<file path="config.mk">
export PLATFORM = sky130hd
export DESIGN_NAME = jtag_host
export DESIGN_NICKNAME = d
export VERILOG_FILES = /design/src/rtl/jtag_host_pkg.sv /design/src/rtl/jtag_tck_gen.sv /design/src/rtl/jtag_host.sv
export SDC_FILE = /design/constraint.sdc
export NUM_CORES = 1
export LEC_CHECK = 0
export CORE_MARGIN = 1.5
export CORE_UTILIZATION = 40
export DETAILED_ROUTE_END_ITERATION = 8
export HOLD_SLACK_MARGIN = 0.1
export PLACE_DENSITY = 0.74
export SLEW_MARGIN = 30
export SYNTH_ARGS = -nofsm -noshare
export SYNTH_HDL_FRONTEND = slang
export SYNTH_SLANG_ARGS = --single-unit
</file>
<file path="constraint.sdc">
create_clock -name i_clk -period 1.9 [get_ports i_clk]
set_clock_uncertainty 0.1 [all_clocks]
set_input_delay 0.38 -clock i_clk [delete_from_list [all_inputs] [get_ports i_clk]]
set_output_delay 0.38 -clock i_clk [all_outputs]
set_load 0.03 [all_outputs]
</file>
<file path="src/rtl/jtag_host_pkg.sv">
// Shared definitions for the host-side JTAG(esque) debug initiator and the
// uP-side port decoder: state encoding, frame TMS levels, opcodes.
package jtag_host_pkg;

  localparam int DEF_OP_W   = 4;
  localparam int DEF_DATA_W = 16;

  localparam logic TMS_START = 1'b1;
  localparam logic TMS_END   = 1'b1;

  // Opcodes understood by the uP-side debug port decoder
  localparam logic [DEF_OP_W-1:0] OP_NOP    = 4'h0;
  localparam logic [DEF_OP_W-1:0] OP_RD_REG = 4'h1;
  localparam logic [DEF_OP_W-1:0] OP_WR_REG = 4'h2;
  localparam logic [DEF_OP_W-1:0] OP_RD_MEM = 4'h3;
  localparam logic [DEF_OP_W-1:0] OP_WR_MEM = 4'h4;
  localparam logic [DEF_OP_W-1:0] OP_HALT   = 4'h8;
  localparam logic [DEF_OP_W-1:0] OP_RUN    = 4'h9;
  localparam logic [DEF_OP_W-1:0] OP_STEP   = 4'hA;

  typedef enum logic [2:0] {
    ST_IDLE,
    ST_START,
    ST_OP,
    ST_DATA,
    ST_END,
    ST_RESP
  } state_t;

endpackage

</file>
<file path="src/rtl/jtag_tck_gen.sv">
// TCK divider: each bit is CLK_DIV low cycles followed by CLK_DIV high cycles,
// restarting from the low phase whenever run is deasserted.
module jtag_tck_gen #(
  parameter int CLK_DIV = 4
) (
  input  logic i_clk,
  input  logic i_rstn,
  input  logic run,
  output logic o_tck,
  output logic o_bitStart,
  output logic o_sampleNow,
  output logic o_bitDone
);

  localparam int PH_W = (CLK_DIV > 1) ? $clog2(CLK_DIV) : 1;
  localparam logic [PH_W-1:0] PH_LAST = PH_W'(CLK_DIV - 1);

  logic [PH_W-1:0] phase;
  logic            high;

  always_ff @(posedge i_clk) begin
    if (!i_rstn || !run) begin
      phase <= '0;
      high  <= 1'b0;
    end else if (phase == PH_LAST) begin
      phase <= '0;
      high  <= ~high;
    end else begin
      phase <= phase + 1'b1;
    end
  end

  assign o_tck       = high;
  assign o_bitStart  = run & ~high & (phase == '0);
  assign o_sampleNow = run & high & (phase == PH_LAST);
  assign o_bitDone   = o_sampleNow;

endmodule

</file>
<file path="src/rtl/jtag_host.sv">
// Host-side JTAG(esque) initiator: frames opcode + data onto TCK/TMS/TDI and
// captures the TDO word shifted back during the DATA bits.
module jtag_host
  import jtag_host_pkg::*;
#(
  parameter int OP_W    = DEF_OP_W,
  parameter int DATA_W  = DEF_DATA_W,
  parameter int CLK_DIV = 4
) (
  input  logic              i_clk,
  input  logic              i_rstn,
  input  logic              i_cmdValid,
  output logic              o_cmdReady,
  input  logic [OP_W-1:0]   i_cmdOp,
  input  logic [DATA_W-1:0] i_cmdData,
  output logic              o_rspValid,
  output logic [DATA_W-1:0] o_rspData,
  output logic              o_busy,
  output logic              o_TCK,
  output logic              o_TMS,
  output logic              o_TDI,
  input  logic              i_TDO
);

  localparam int BC_W = $clog2(DATA_W + 1);
  localparam logic [BC_W-1:0] OP_LAST   = BC_W'(OP_W - 1);
  localparam logic [BC_W-1:0] DATA_LAST = BC_W'(DATA_W - 1);

  state_t            state;
  state_t            state_next;
  logic [BC_W-1:0]   bit_cnt;
  logic [OP_W-1:0]   op_sr;
  logic [DATA_W-1:0] data_sr;
  logic [1:0]        tdo_sync;
  logic              run;
  logic              accept;
  logic              last_bit;
  logic              bit_start;
  logic              sample_now;
  logic              bit_done;

  jtag_tck_gen #(.CLK_DIV(CLK_DIV)) u_tck_gen (
    .i_clk       (i_clk),
    .i_rstn      (i_rstn),
    .run         (run),
    .o_tck       (o_TCK),
    .o_bitStart  (bit_start),
    .o_sampleNow (sample_now),
    .o_bitDone   (bit_done)
  );

  assign accept   = o_cmdReady & i_cmdValid;
  assign last_bit = bit_done & (bit_cnt == '0);

  always_ff @(posedge i_clk) begin
    if (!i_rstn) state <= ST_IDLE;
    else         state <= state_next;
  end

  always_comb begin
    state_next = state;
    case (state)
      ST_IDLE:  if (i_cmdValid) state_next = ST_START;
      ST_START: if (last_bit)   state_next = ST_OP;
      ST_OP:    if (last_bit)   state_next = ST_DATA;
      ST_DATA:  if (last_bit)   state_next = ST_END;
      ST_END:   if (last_bit)   state_next = ST_RESP;
      ST_RESP:  state_next = ST_IDLE;
      default:  state_next = ST_IDLE;
    endcase
  end

  // Pins derive from registered state, so they only move on the bit_done edge
  always_comb begin
    o_cmdReady = (state == ST_IDLE);
    o_rspValid = (state == ST_RESP);
    run        = (state == ST_START) || (state == ST_OP) ||
                 (state == ST_DATA)  || (state == ST_END);
    o_busy     = run;
    o_TMS      = 1'b0;
    o_TDI      = 1'b0;
    case (state)
      ST_START: o_TMS = TMS_START;
      ST_OP:    o_TDI = op_sr[0];
      ST_DATA:  o_TDI = data_sr[0];
      ST_END:   o_TMS = TMS_END;
      default:  ;
    endcase
  end

  always_ff @(posedge i_clk) begin
    if (!i_rstn) tdo_sync <= '0;
    else         tdo_sync <= {tdo_sync[0], i_TDO};
  end

  // data_sr shifts TDI out at the bottom while captured TDO fills from the top
  always_ff @(posedge i_clk) begin
    if (!i_rstn) begin
      bit_cnt   <= '0;
      op_sr     <= '0;
      data_sr   <= '0;
      o_rspData <= '0;
    end else begin
      if (accept) begin
        op_sr   <= i_cmdOp;
        data_sr <= i_cmdData;
        bit_cnt <= '0;
      end
      if (bit_done) begin
        if (bit_cnt != '0) begin
          bit_cnt <= bit_cnt - 1'b1;
        end else begin
          case (state)
            ST_START: bit_cnt <= OP_LAST;
            ST_OP:    bit_cnt <= DATA_LAST;
            default:  bit_cnt <= '0;
          endcase
        end
      end
      if ((state == ST_OP) && bit_done)
        op_sr <= op_sr >> 1;
      if ((state == ST_DATA) && sample_now)
        data_sr <= {tdo_sync[1], data_sr[DATA_W-1:1]};
      if ((state == ST_END) && last_bit)
        o_rspData <= data_sr;
    end
  end

endmodule

</file>
# --- Word-level counts from Yosys, hierarchy flattened ---
# Index checks and enable logic that the tools add are counted.
op_classes:
  n_addsub: 2
  mul: 0
  n_div: 0
  n_lt_le_gt_ge: 0
  eq_ne: 11
  shift: 0
  mux: 16
  bitwise_logic: 6
  reduce_logical: 19
op_table:
  columns: ["cell", "count"]
  rows:
  - ["two-way mux 16 bit", 2]
  - ["two-way mux 3 bit", 7]
  - ["two-way mux 5 bit", 3]
  - ["case mux 3 bit (5 select lines)", 1]
  - ["!= test 2 bit, second input constant", 5]
  - ["case mux 4 bit (2 select lines)", 1]
  - ["== test 3 x 2 -> 1 bit, second input constant", 2]
  - ["== test 3 bit, second input constant", 2]
  - ["nonzero test 2 bit", 3]
  - ["OR reduction 2 bit", 3]
  - ["logical NOT 5 bit", 1]
  - ["AND reduction 5 bit", 1]
  - ["nonzero test 5 bit", 1]
  - ["subtractor 5 x 1 -> 5 bit, second input constant", 1]
  - ["AND 1 bit", 4]
  - ["logical OR 1 bit", 4]
  - ["== test 3 x 1 -> 1 bit, second input constant", 1]
  - ["logical AND 1 bit", 3]
  - ["logical NOT 3 bit", 1]
  - ["adder 2 x 1 -> 2 bit, second input constant", 1]
  - ["== test 2 bit, second input constant", 1]
  - ["logical NOT 1 bit", 2]
  - ["NOT 1 bit", 2]
  - ["case mux 1 bit (2 select lines)", 1]
  - ["two-way mux 1 bit", 1]
totals:
  register_bits: 49
  latchBits: 0
  ramBits: 0
  rom_bits: 0
  in_bits: 24
  out_inout_bits: 22
  wordCells: 63
  n_memories: 0

# --- Depth between registers and ports, before layout ---
# Gate-level depths: netlist of the first run.
depth:
  word_depth: 9
  ltp_mapped: 8
  mapped_depth_nobuf: 6

# --- Modules after synthesis ---
# A second synthesis of the first run with hierarchy kept.
unflattened:
  hier_cells: 256
  area_unflattened_um2: 2229.6
modules_own_cells:
  columns: ["module", "instances", "cells_each", "area_each_um2", "seq_area_each_um2"]
  rows:
  - ["jtag_host", 1, 239, 2065.7, 920.9]
  - ["jtag_tck_gen", 1, 17, 163.9, 60.1]

# --- Least setup slack after synthesis of the first run ---
# OpenSTA, ideal clock, no wires.
synth_path:
  path_type: "register to output"
  startpoint: "reg state[0]"
  endpoint: "out o_TDI"
  t_arrival_ns: 1.323
  required_time_ns: 1.420
  path_slack_ns: 0.097
  path_stages_with_launch: 4
  path_buffers: 1
  cell_sequence: "dfxtp_1 -> buf_2 -> mux2i_1 -> nor3b_1"
synth_between:
  elab_chain_cells: 2
  word_cells_on_any_way: 3
  cone_classes: "eq/ne (2); mux (1)"
synth_rtl:
  columns: ["element", "line_no", "source"]
  rows:
  - ["start, declared", "jtag_host.sv:29", "state_t state;"]
  - ["start signal, assigned", "jtag_host.sv:57", "else state <= state_next;"]
  - ["== test 3 x 2 -> 1 bit", "jtag_host.sv:82", "case (state)"]
  - ["case mux 1 bit (2 select lines) *", "jtag_host.sv:82", null]
  - ["end, declared", "jtag_host.sv:21", "output logic o_TDI,"]
# Mark *: on every way between the ends. The rest lies on a longest branch, timed or not.

# --- Worst setup path in the final report of the first run ---
layout_path:
  startpoint: "reg state[1]"
  endpoint: "out o_cmdReady"
layout_between:
  elab_chain_cells: 1
layout_rtl:
  columns: ["element", "line_no", "source"]
  rows:
  - ["logical NOT 3 bit", "jtag_host.sv:75", "o_cmdReady = (state == ST_IDLE);"]
  - ["end, declared", "jtag_host.sv:13", "output logic o_cmdReady,"]
# No other way between the ends.

==> flow_metrics.env, run 1 <==
export IMPL_syn_nets=262
export IMPL_cp_data_arrival_time_ns=1.37
export IMPL_hold_path_class="reg2reg"
export IMPL_portBuffers=45
export IMPL_insertion_delay_ns=0.30
export IMPL_vias=1836
export IMPL_holdBufCountCts=0
export IMPL_use_met2=0.298
export IMPL_seq_area_frac_synth=0.457
export IMPL_netlist_instances=235
export IMPL_cts_tree="done"
export IMPL_grt_use_total=0.172
export IMPL_min_period_ns=1.85
export IMPL_peakVddDrop_uv=331
export IMPL_global_route_usage_met3=0.0383
export IMPL_drt_iter0_drc=72
export IMPL_htree_levels=2
export IMPL_mostFrequentLayoutCells="dfxtp_1 (47), clkdlybuf4s50_1 (39), nor2_1 (34)"
export IMPL_grt_busiest_layer="met2"
export IMPL_antenna_found_initial=0
export IMPL_regArea_um2=983
export IMPL_synth_avg_cell_area_um2=9.13
export IMPL_core_area_mm2=0.00514
export IMPL_path_class="reg2out"
export IMPL_grt_pass1_wl_um=8200
export IMPL_fill_cells=511
export IMPL_drv_cap=0
export IMPL_numCtsBuffers=5
export IMPL_worstSetupStartpointType="register"
export IMPL_cts_sinks=49
export IMPL_dr_pass1_iters=4
export IMPL_cp_slowest_cell="or3_4"
export IMPL_fmax_mhz=540
export IMPL_crit_path_max_incr_delay_ns=0.36
export IMPL_pre_cts_slack_ns=-0.155
export IMPL_place_hpwl_um=3450
export IMPL_hold_viol_final=0
export IMPL_ctsLongestPathBuffers=2
export IMPL_yosysWarnings=0
export IMPL_drive_above_1_share=0.153
export IMPL_routed_via_density=5.13
export IMPL_num_nets_final=315
export IMPL_worstPathCellList="or3_4 -> buf_4 -> inv_1 -> buf_6"
export IMPL_grt_pass1_vias=1802
export IMPL_worst_slack_ns=0.0484
export IMPL_die_area_mm2=0.00581
export IMPL_power_density_mw_per_mm2=720
export IMPL_io_pins=46
export IMPL_worst_endpoint_required_ns=1.42
export IMPL_relSlewSlack=0.653
export IMPL_ys_types=40
export IMPL_cts_reportedPaths_clkPinSlew_ns=0.09
export IMPL_overflow=0
export IMPL_dieWidth_um=76.2
export IMPL_status="finished, final reports clean"
export IMPL_worstMarginPinSlew_ns=0.521
export IMPL_rows=26
export IMPL_synth_seq_cells=49
export IMPL_initial_utilization=0.417
export IMPL_syn_to_final_growth_pct=32.5
export IMPL_wire_per_inst_um=13.4
export IMPL_slew_viol_final=0
export IMPL_drc=0
export IMPL_gp_congestion=0.816
export IMPL_drtAntennaViolNets=0
export IMPL_multi_input_area_mm2=0.00103
export IMPL_synth_cell_area_mm2=0.00215
export IMPL_cp_end_kind="output pin"
export IMPL_p_leak_nw=1.22
export IMPL_antenna_cells=0
export IMPL_wl_um=4810
export IMPL_rsz0062_at_grt="false"
export IMPL_crit_fanout=4
export IMPL_fp_dieH_um=76.2
export IMPL_grt_util_met1=0.215
export IMPL_layout_commonest_cell="dfxtp_1"
export IMPL_final_period_utilization=0.975
export IMPL_grt_max_degree=28
export IMPL_finalSetupViolCount=0
export IMPL_p_total_mw=2.05
export IMPL_cts_root_buffer="clkbuf_8"
## per-layer routing
layer | vias up | wire (um)
met3 | 7 | 169
met5 | - | 0
met2 | 43 | 2340
li1 | 927 | -
met1 | 859 | 2250
met4 | 0 | 48
## area by class of cell
type / count / area share
clock buffer: 5 / 0.0242
sequential: 49 / 0.346
clock inverter: 2 / 0.0123
tap: 70 / 0.0308
multi-input combinational: 162 / 0.363
timing repair buffer: 63 / 0.214
inverter: 7 / 0.00924
## critical path: cells and delay by family, from the launching register on
| kind | cells | cell delay, ns |
|---|---|---|
| simple gates | 1 | 0.36 |
| buf+inv | 3 | 0.36 |
| flops | 1 | 0.34 |
## where the power goes
group	leakage (nW)	internal (mW)	switching [mW]
sequential	0.400	1.07	0.0287
clock	0.0540	0.383	0.338
combinational	0.761	0.119	0.111
## timing repair
item | 4_1_cts | 5_1_grt
gates cloned | 0 | 0
buffers inserted | 0 | 1
resized for setup | 5 | 8
setup endpoints to repair | 1 | 5
## flip-flops by register name (all words and copies together) (netlist names)
name	count
data_sr	16
o_rspData	16
bit_cnt	5
tdo_sync	2
u_tck_gen.phase	2
op_sr	4
u_tck_gen.o_tck	1
state	3
## path summary, 6_finish.rpt
path | depth (start not counted) | end | slack [ns] | from
max | 4 | o_cmdReady | 0.05 | state[1]$_SDFFE_PN0P_
min | 1 | tdo_sync[1]$_SDFF_PN0_ | 0.34 | tdo_sync[0]$_SDFF_PN0_
max reg2reg | 5 | data_sr[13]$_SDFFE_PN0P_ | 0.13 | state[2]$_SDFFE_PN0P_
min reg2reg | 1 | tdo_sync[1]$_SDFF_PN0_ | 0.34 | tdo_sync[0]$_SDFF_PN0_
## cell usage after synthesis (all sizes together)
cell type  number  share of area
a211oi          2         0.0070
a21oi           3         0.0070
a311oi          1         0.0041
a31oi          10          0.029
and2            5          0.015
and3            1         0.0029
and3b           1         0.0041
buf            11          0.041
clkbuf          6          0.010
clkinv          1         0.0017
dfxtp          49           0.46
ha              3          0.017
inv             6          0.010
mux2i          18          0.084
nand2          20          0.035
nand3           5          0.016
nand3b          2         0.0070
nand4           1         0.0029
nor2           34          0.059
nor3           17          0.049
nor3b           6          0.023
nor4b           1          0.011
o21a            1         0.0035
o21ai           7          0.018
o221ai          3          0.012
o22ai          11          0.032
o2bb2ai         1         0.0041
or2             1         0.0029
or3             1         0.0029
or4             1         0.0035
or4b            1         0.0047
xnor2           3          0.012
xor2            2         0.0082
## cell families after synthesis
family                   Yosys count  share of synthesized area
AO/OA/AOI/OAI                     39                      0.117
XOR/XNOR                           5                     0.0204
adder cells (fa/ha/maj)            3                     0.0175
buffers and inverters             24                     0.0641
flip-flops                        49                      0.457
multiplexers                      18                     0.0840
AND/OR/NAND/NOR                   97                      0.240
## metrics by stage
step                 util  setup TNS [ns]  std cells  hold slack (ns)  cell area [um^2]
floorplan               -               0        235            0.304              2150
CTS                 0.547               0        357            0.336              2810
finish              0.553               0        358            0.338              2840
detailed placement  0.528           -2.26        350            0.322              2720
global placement    0.528           -1.75        350            0.312              2720
global route        0.553               0        358            0.359              2840
(Power assumes the default switching activity.)
==> run 2: changes to the inputs <==
Settings changed: CORE_UTILIZATION 40 to 35, PLACE_DENSITY 0.74 to 0.67, TNS_END_PERCENT set to 10.
==> flow_metrics.env, run 2 (same netlist as run 1, synthesis figures left out) <==
export IMPL_path_delay_family="buffers and inverters"
export IMPL_initial_utilization=0.362
export IMPL_place_hpwl_um=3320
export IMPL_crit_buf_inv=1
export IMPL_crit_fanout=4
export IMPL_layout_commonest_cell="dfxtp_1"
export IMPL_htree_levels=2
export IMPL_worstMarginPinSlew_ns=0.523
export IMPL_drt_iter0_drc=63
export IMPL_numCtsBuffers=5
export IMPL_gp_congestion=0.787
export IMPL_grt_pass1_wl_um=7760
export IMPL_cts_sinks=49
export IMPL_grt_use_total=0.153
export IMPL_fmax_mhz=537
export IMPL_dpl_cell_area_mm2=0.00269
export IMPL_ctsLongestPathBuffers=2
export IMPL_p_leak_nw=1.16
export IMPL_post_cts_buffers=0
export IMPL_p_total_mw=1.96
export IMPL_finalSetupTns_ns=0
export IMPL_fp_dieH_um=81.3
export IMPL_crit_path_max_incr_delay_ns=0.69
export IMPL_antenna_cells=0
export IMPL_worstPathCellList="clkdlybuf4s50_1"
export IMPL_insertion_delay_ns=0.30
export IMPL_mostFrequentLayoutCells="dfxtp_1 (48), clkdlybuf4s50_1 (40), nor2_1 (34)"
export IMPL_core_area_mm2=0.00592
export IMPL_worstSetupStartpointType="register"
export IMPL_hold_viol_final=0
export IMPL_rows=28
export IMPL_grt_pass1_vias=1670
export IMPL_vias=1813
export IMPL_num_nets_final=313
export IMPL_dr_pass1_iters=4
export IMPL_min_period_ns=1.86
export IMPL_final_cells=362
export IMPL_wl_um=4750
export IMPL_ctsResizeCount=5
export IMPL_drtAntennaViolNets=0
export IMPL_cp_slowest_cell="clkdlybuf4s50_1"
export IMPL_dp_cells=354
export IMPL_cts_reportedPaths_clkPinSlew_ns=0.10
export IMPL_routed_via_density=5.01
export IMPL_peakVddDrop_uv=434
export IMPL_overflow=0
export IMPL_io_pins=46
export IMPL_top_regs="data_sr x16, o_rspData x16, bit_cnt x5"
export IMPL_slew_viol_final=0
export IMPL_syn_to_final_growth_pct=29.9
export IMPL_worst_slack_ns=0.0362
export IMPL_relSlewSlack=0.651
export IMPL_drv_cap=0
export IMPL_grt_max_degree=29
export IMPL_cts_root_buffer="clkbuf_8"
export IMPL_holdWs_ns=0.333
export IMPL_status="finished, final reports clean"
export IMPL_die_area_mm2=0.00661
export IMPL_wire_per_inst_um=13.1
export IMPL_power_density_mw_per_mm2=705
export IMPL_path_class="reg2out"
export IMPL_holdBufCountCts=0
export IMPL_drc=0
export IMPL_hold_path_class="reg2reg"
export IMPL_fin_util=0.471
export IMPL_finalSetupViolCount=0
export IMPL_cp_data_arrival_time_ns=1.38
export IMPL_drive_above_1_share=0.146
export IMPL_antenna_found_initial=0
export IMPL_fin_area_mm2=0.00279
export IMPL_portBuffers=45
export IMPL_final_period_utilization=0.981
export IMPL_cts_tree="done"
export IMPL_cp_end_kind="output pin"
export IMPL_pre_cts_slack_ns=-0.161
export IMPL_worst_endpoint_required_ns=1.42
export IMPL_dieWidth_um=81.3
-- run 2: path summary, 6_finish.rpt --
path,start,to,slack (ns),cells after the start
setup / recovery,u_tck_gen.o_tck$_SDFFE_PP0N_,o_TCK,0.04,1
hold / removal,u_tck_gen.phase[0]$_SDFF_PP0_,u_tck_gen.phase[0]$_SDFF_PP0_,0.33,1
setup reg to reg,state[2]$_SDFFE_PN0P_,data_sr[13]$_SDFFE_PN0P_,0.14,5
hold reg to reg,u_tck_gen.phase[0]$_SDFF_PP0_,u_tck_gen.phase[0]$_SDFF_PP0_,0.33,1
-- run 2: final cells by class --
class / instances / area, um^2
inverters: 7 / 26.3
multi-input cells: 162 / 1030
flip-flops and latches: 49 / 982
clock inverters: 3 / 26.3
clock buffers: 5 / 68.8
fillers: 598 / 3130
repair buffers: 61 / 556
well taps: 75 / 93.8
-- run 2: per-layer routing --
metal  global-route usage  routed length (um)
met4               0.0466                  38
met1                0.207                2300
met3               0.0348                 284
met5                    0                   0
met2                0.240                2120
-- run 2: report_power, final --
part	switching (mW)	internal, mW
combinational	0.110	0.110
sequential	0.0272	1.07
clock	0.382	0.268
total	0.520	1.45
==> run 3: changes to the inputs <==
--- a/constraint.sdc
+++ b/constraint.sdc
@@ -3,3 +3,3 @@
 set_input_delay 0.38 -clock i_clk [delete_from_list [all_inputs] [get_ports i_clk]]
 set_output_delay 0.38 -clock i_clk [all_outputs]
-set_load 0.03 [all_outputs]
+set_load 0.1 [all_outputs]
==> flow_metrics.env, run 3 (same netlist as run 1, synthesis figures left out) <==
export IMPL_drt_iter0_drc=54
export IMPL_wl_um=4710
export IMPL_gp_congestion=0.792
export IMPL_hold_path_class="reg2reg"
export IMPL_crit_fanout=6
export IMPL_worst_slack_ns=0.00461
export IMPL_fp_dieH_um=81.3
export IMPL_power_density_mw_per_mm2=653
export IMPL_path_class="reg2out"
export IMPL_p_total_mw=2.00
export IMPL_hold_viol_final=0
export IMPL_slew_viol_final=0
export IMPL_grt_busiest_layer="met2"
export IMPL_pre_cts_slack_ns=-0.172
export IMPL_cts_reportedPaths_clkPinSlew_ns=0.10
export IMPL_worstSetupStartpointType="register"
export IMPL_grt_util_met1=0.192
export IMPL_routed_via_density=5.08
export IMPL_syn_to_final_growth_pct=42.6
export IMPL_dr_pass1_iters=6
export IMPL_num_nets_final=313
export IMPL_p_int_mw=1.46
export IMPL_portBuffers=45
export IMPL_layout_commonest_cell="dfxtp_1"
export IMPL_ctsLongestPathBuffers=2
export IMPL_regArea_um2=991
export IMPL_die_area_mm2=0.00661
export IMPL_top_regs="data_sr x16, o_rspData x16, bit_cnt x5"
export IMPL_fill_cells=538
export IMPL_antenna_found_initial=0
export IMPL_grt_pass1_wl_um=7610
export IMPL_min_period_ns=1.90
export IMPL_grt_use_total=0.150
export IMPL_overflow=0
export IMPL_global_route_usage_met3=0.0427
export IMPL_use_met2=0.249
export IMPL_final_cells=362
export IMPL_p_sw_frac=0.271
export IMPL_dieWidth_um=81.3
export IMPL_place_hpwl_um=3340
export IMPL_holdBufCountCts=0
export IMPL_worst_endpoint_required_ns=1.42
export IMPL_cts_tree="done"
export IMPL_cp_data_arrival_time_ns=1.42
export IMPL_antenna_cells=0
export IMPL_insertion_delay_ns=0.30
export IMPL_core_area_mm2=0.00592
export IMPL_share_seq_of_total_power=0.548
export IMPL_switchingPower_mw=0.542
export IMPL_mostFrequentLayoutCells="dfxtp_1 (45), nor2_1 (33), clkdlybuf4s50_1 (23), buf_12 (23), nand2_1 (20)"
export IMPL_status="finished, final reports clean"
export IMPL_grt_pass1_vias=1665
export IMPL_rsz0062_at_grt="true"
export IMPL_finalSetupViolCount=0
export IMPL_grt_max_degree=29
export IMPL_cp_end_kind="output pin"
export IMPL_pwr_share_comb=0.136
export IMPL_cts_root_buffer="clkbuf_8"
export IMPL_final_period_utilization=0.998
export IMPL_dp_cells=353
export IMPL_drtAntennaViolNets=0
export IMPL_fmax_mhz=528
export IMPL_relSlewSlack=0.677
export IMPL_wire_per_inst_um=13.0
export IMPL_initial_utilization=0.362
export IMPL_peakVddDrop_uv=376
export IMPL_numCtsBuffers=5
export IMPL_vias=1840
export IMPL_p_leak_nw=1.27
export IMPL_power_share_clock=0.316
export IMPL_drive_above_1_share=0.237
export IMPL_htree_levels=2
export IMPL_rows=28
export IMPL_worstMarginPinSlew_ns=0.484
export IMPL_cts_sinks=49
export IMPL_io_pins=46
export IMPL_r2r_slack_ns=0.14
export IMPL_multi_input_area_mm2=0.00105
export IMPL_drc=0
export IMPL_drv_cap=0
-- run 3: power by group through the flow --
stage          combinational [mW]  clock (mW)  sequential (mW)
6_report                    0.272       0.631             1.09
5_1_grt                     0.294       0.689             1.10
4_1_cts                     0.273       0.649             1.09
3_5_place_dp                0.268           0             1.12
3_3_place_gp                0.266           0             1.12
2_1_floorplan               0.164           0             1.11
-- run 3: path summary, 6_finish.rpt --
kind | start | endpoint | depth (start not counted)
max | state[2]$_SDFFE_PN0P_ | o_busy | 3
min | u_tck_gen.phase[0]$_SDFF_PP0_ | u_tck_gen.phase[0]$_SDFF_PP0_ | 1
max reg2reg | state[1]$_SDFFE_PN0P_ | data_sr[8]$_SDFFE_PN0P_ | 5
min reg2reg | u_tck_gen.phase[0]$_SDFF_PP0_ | u_tck_gen.phase[0]$_SDFF_PP0_ | 1
-- run 3: layout make-up --
| type | count | share of cell area |
|---|---|---|
| Clock inverter | 3 | 0.00695 |
| Timing Repair Buffer | 61 | 0.262 |
| Clock buffer | 5 | 0.0225 |
| Inverter | 7 | 0.00981 |
| Sequential cell | 49 | 0.324 |
| Multi-Input combinational cell | 162 | 0.344 |
| Tap cell | 75 | 0.0307 |
-- run 3: stage by stage --
| stage | hold slack (ns) | TNS, ns | util | cell area (um^2) |
|---|---|---|---|---|
| floorplan | 0.304 | -0.616 | - | 2160 |
| global placement | 0.313 | -2.17 | 0.496 | 2940 |
| detailed placement | 0.319 | -2.66 | 0.496 | 2940 |
| CTS | 0.342 | 0 | 0.516 | 3050 |
| global route | 0.355 | -0.0244 | 0.517 | 3060 |
| finish | 0.337 | 0 | 0.517 | 3060 |
-- run 3: critical path: stages (launching register included) --
cell and delay (ns):
dfxtp_2 0.36, or3_4 0.42, and2_4 0.17, buf_12 0.16
-- run 3: timing repair --
action | 4_1_cts | 5_1_grt
setup endpoints to repair | 2 | 7
buffers inserted | 1 | 0
gates resized for setup | 6 | 3
pin swaps | 1 | 2
-- run 3: metal layers --
layer  up-vias  share of wire
li1        921              -
met1       864           0.49
met2        51           0.45
met3         4          0.052
met4         0         0.0087
met5         -              0
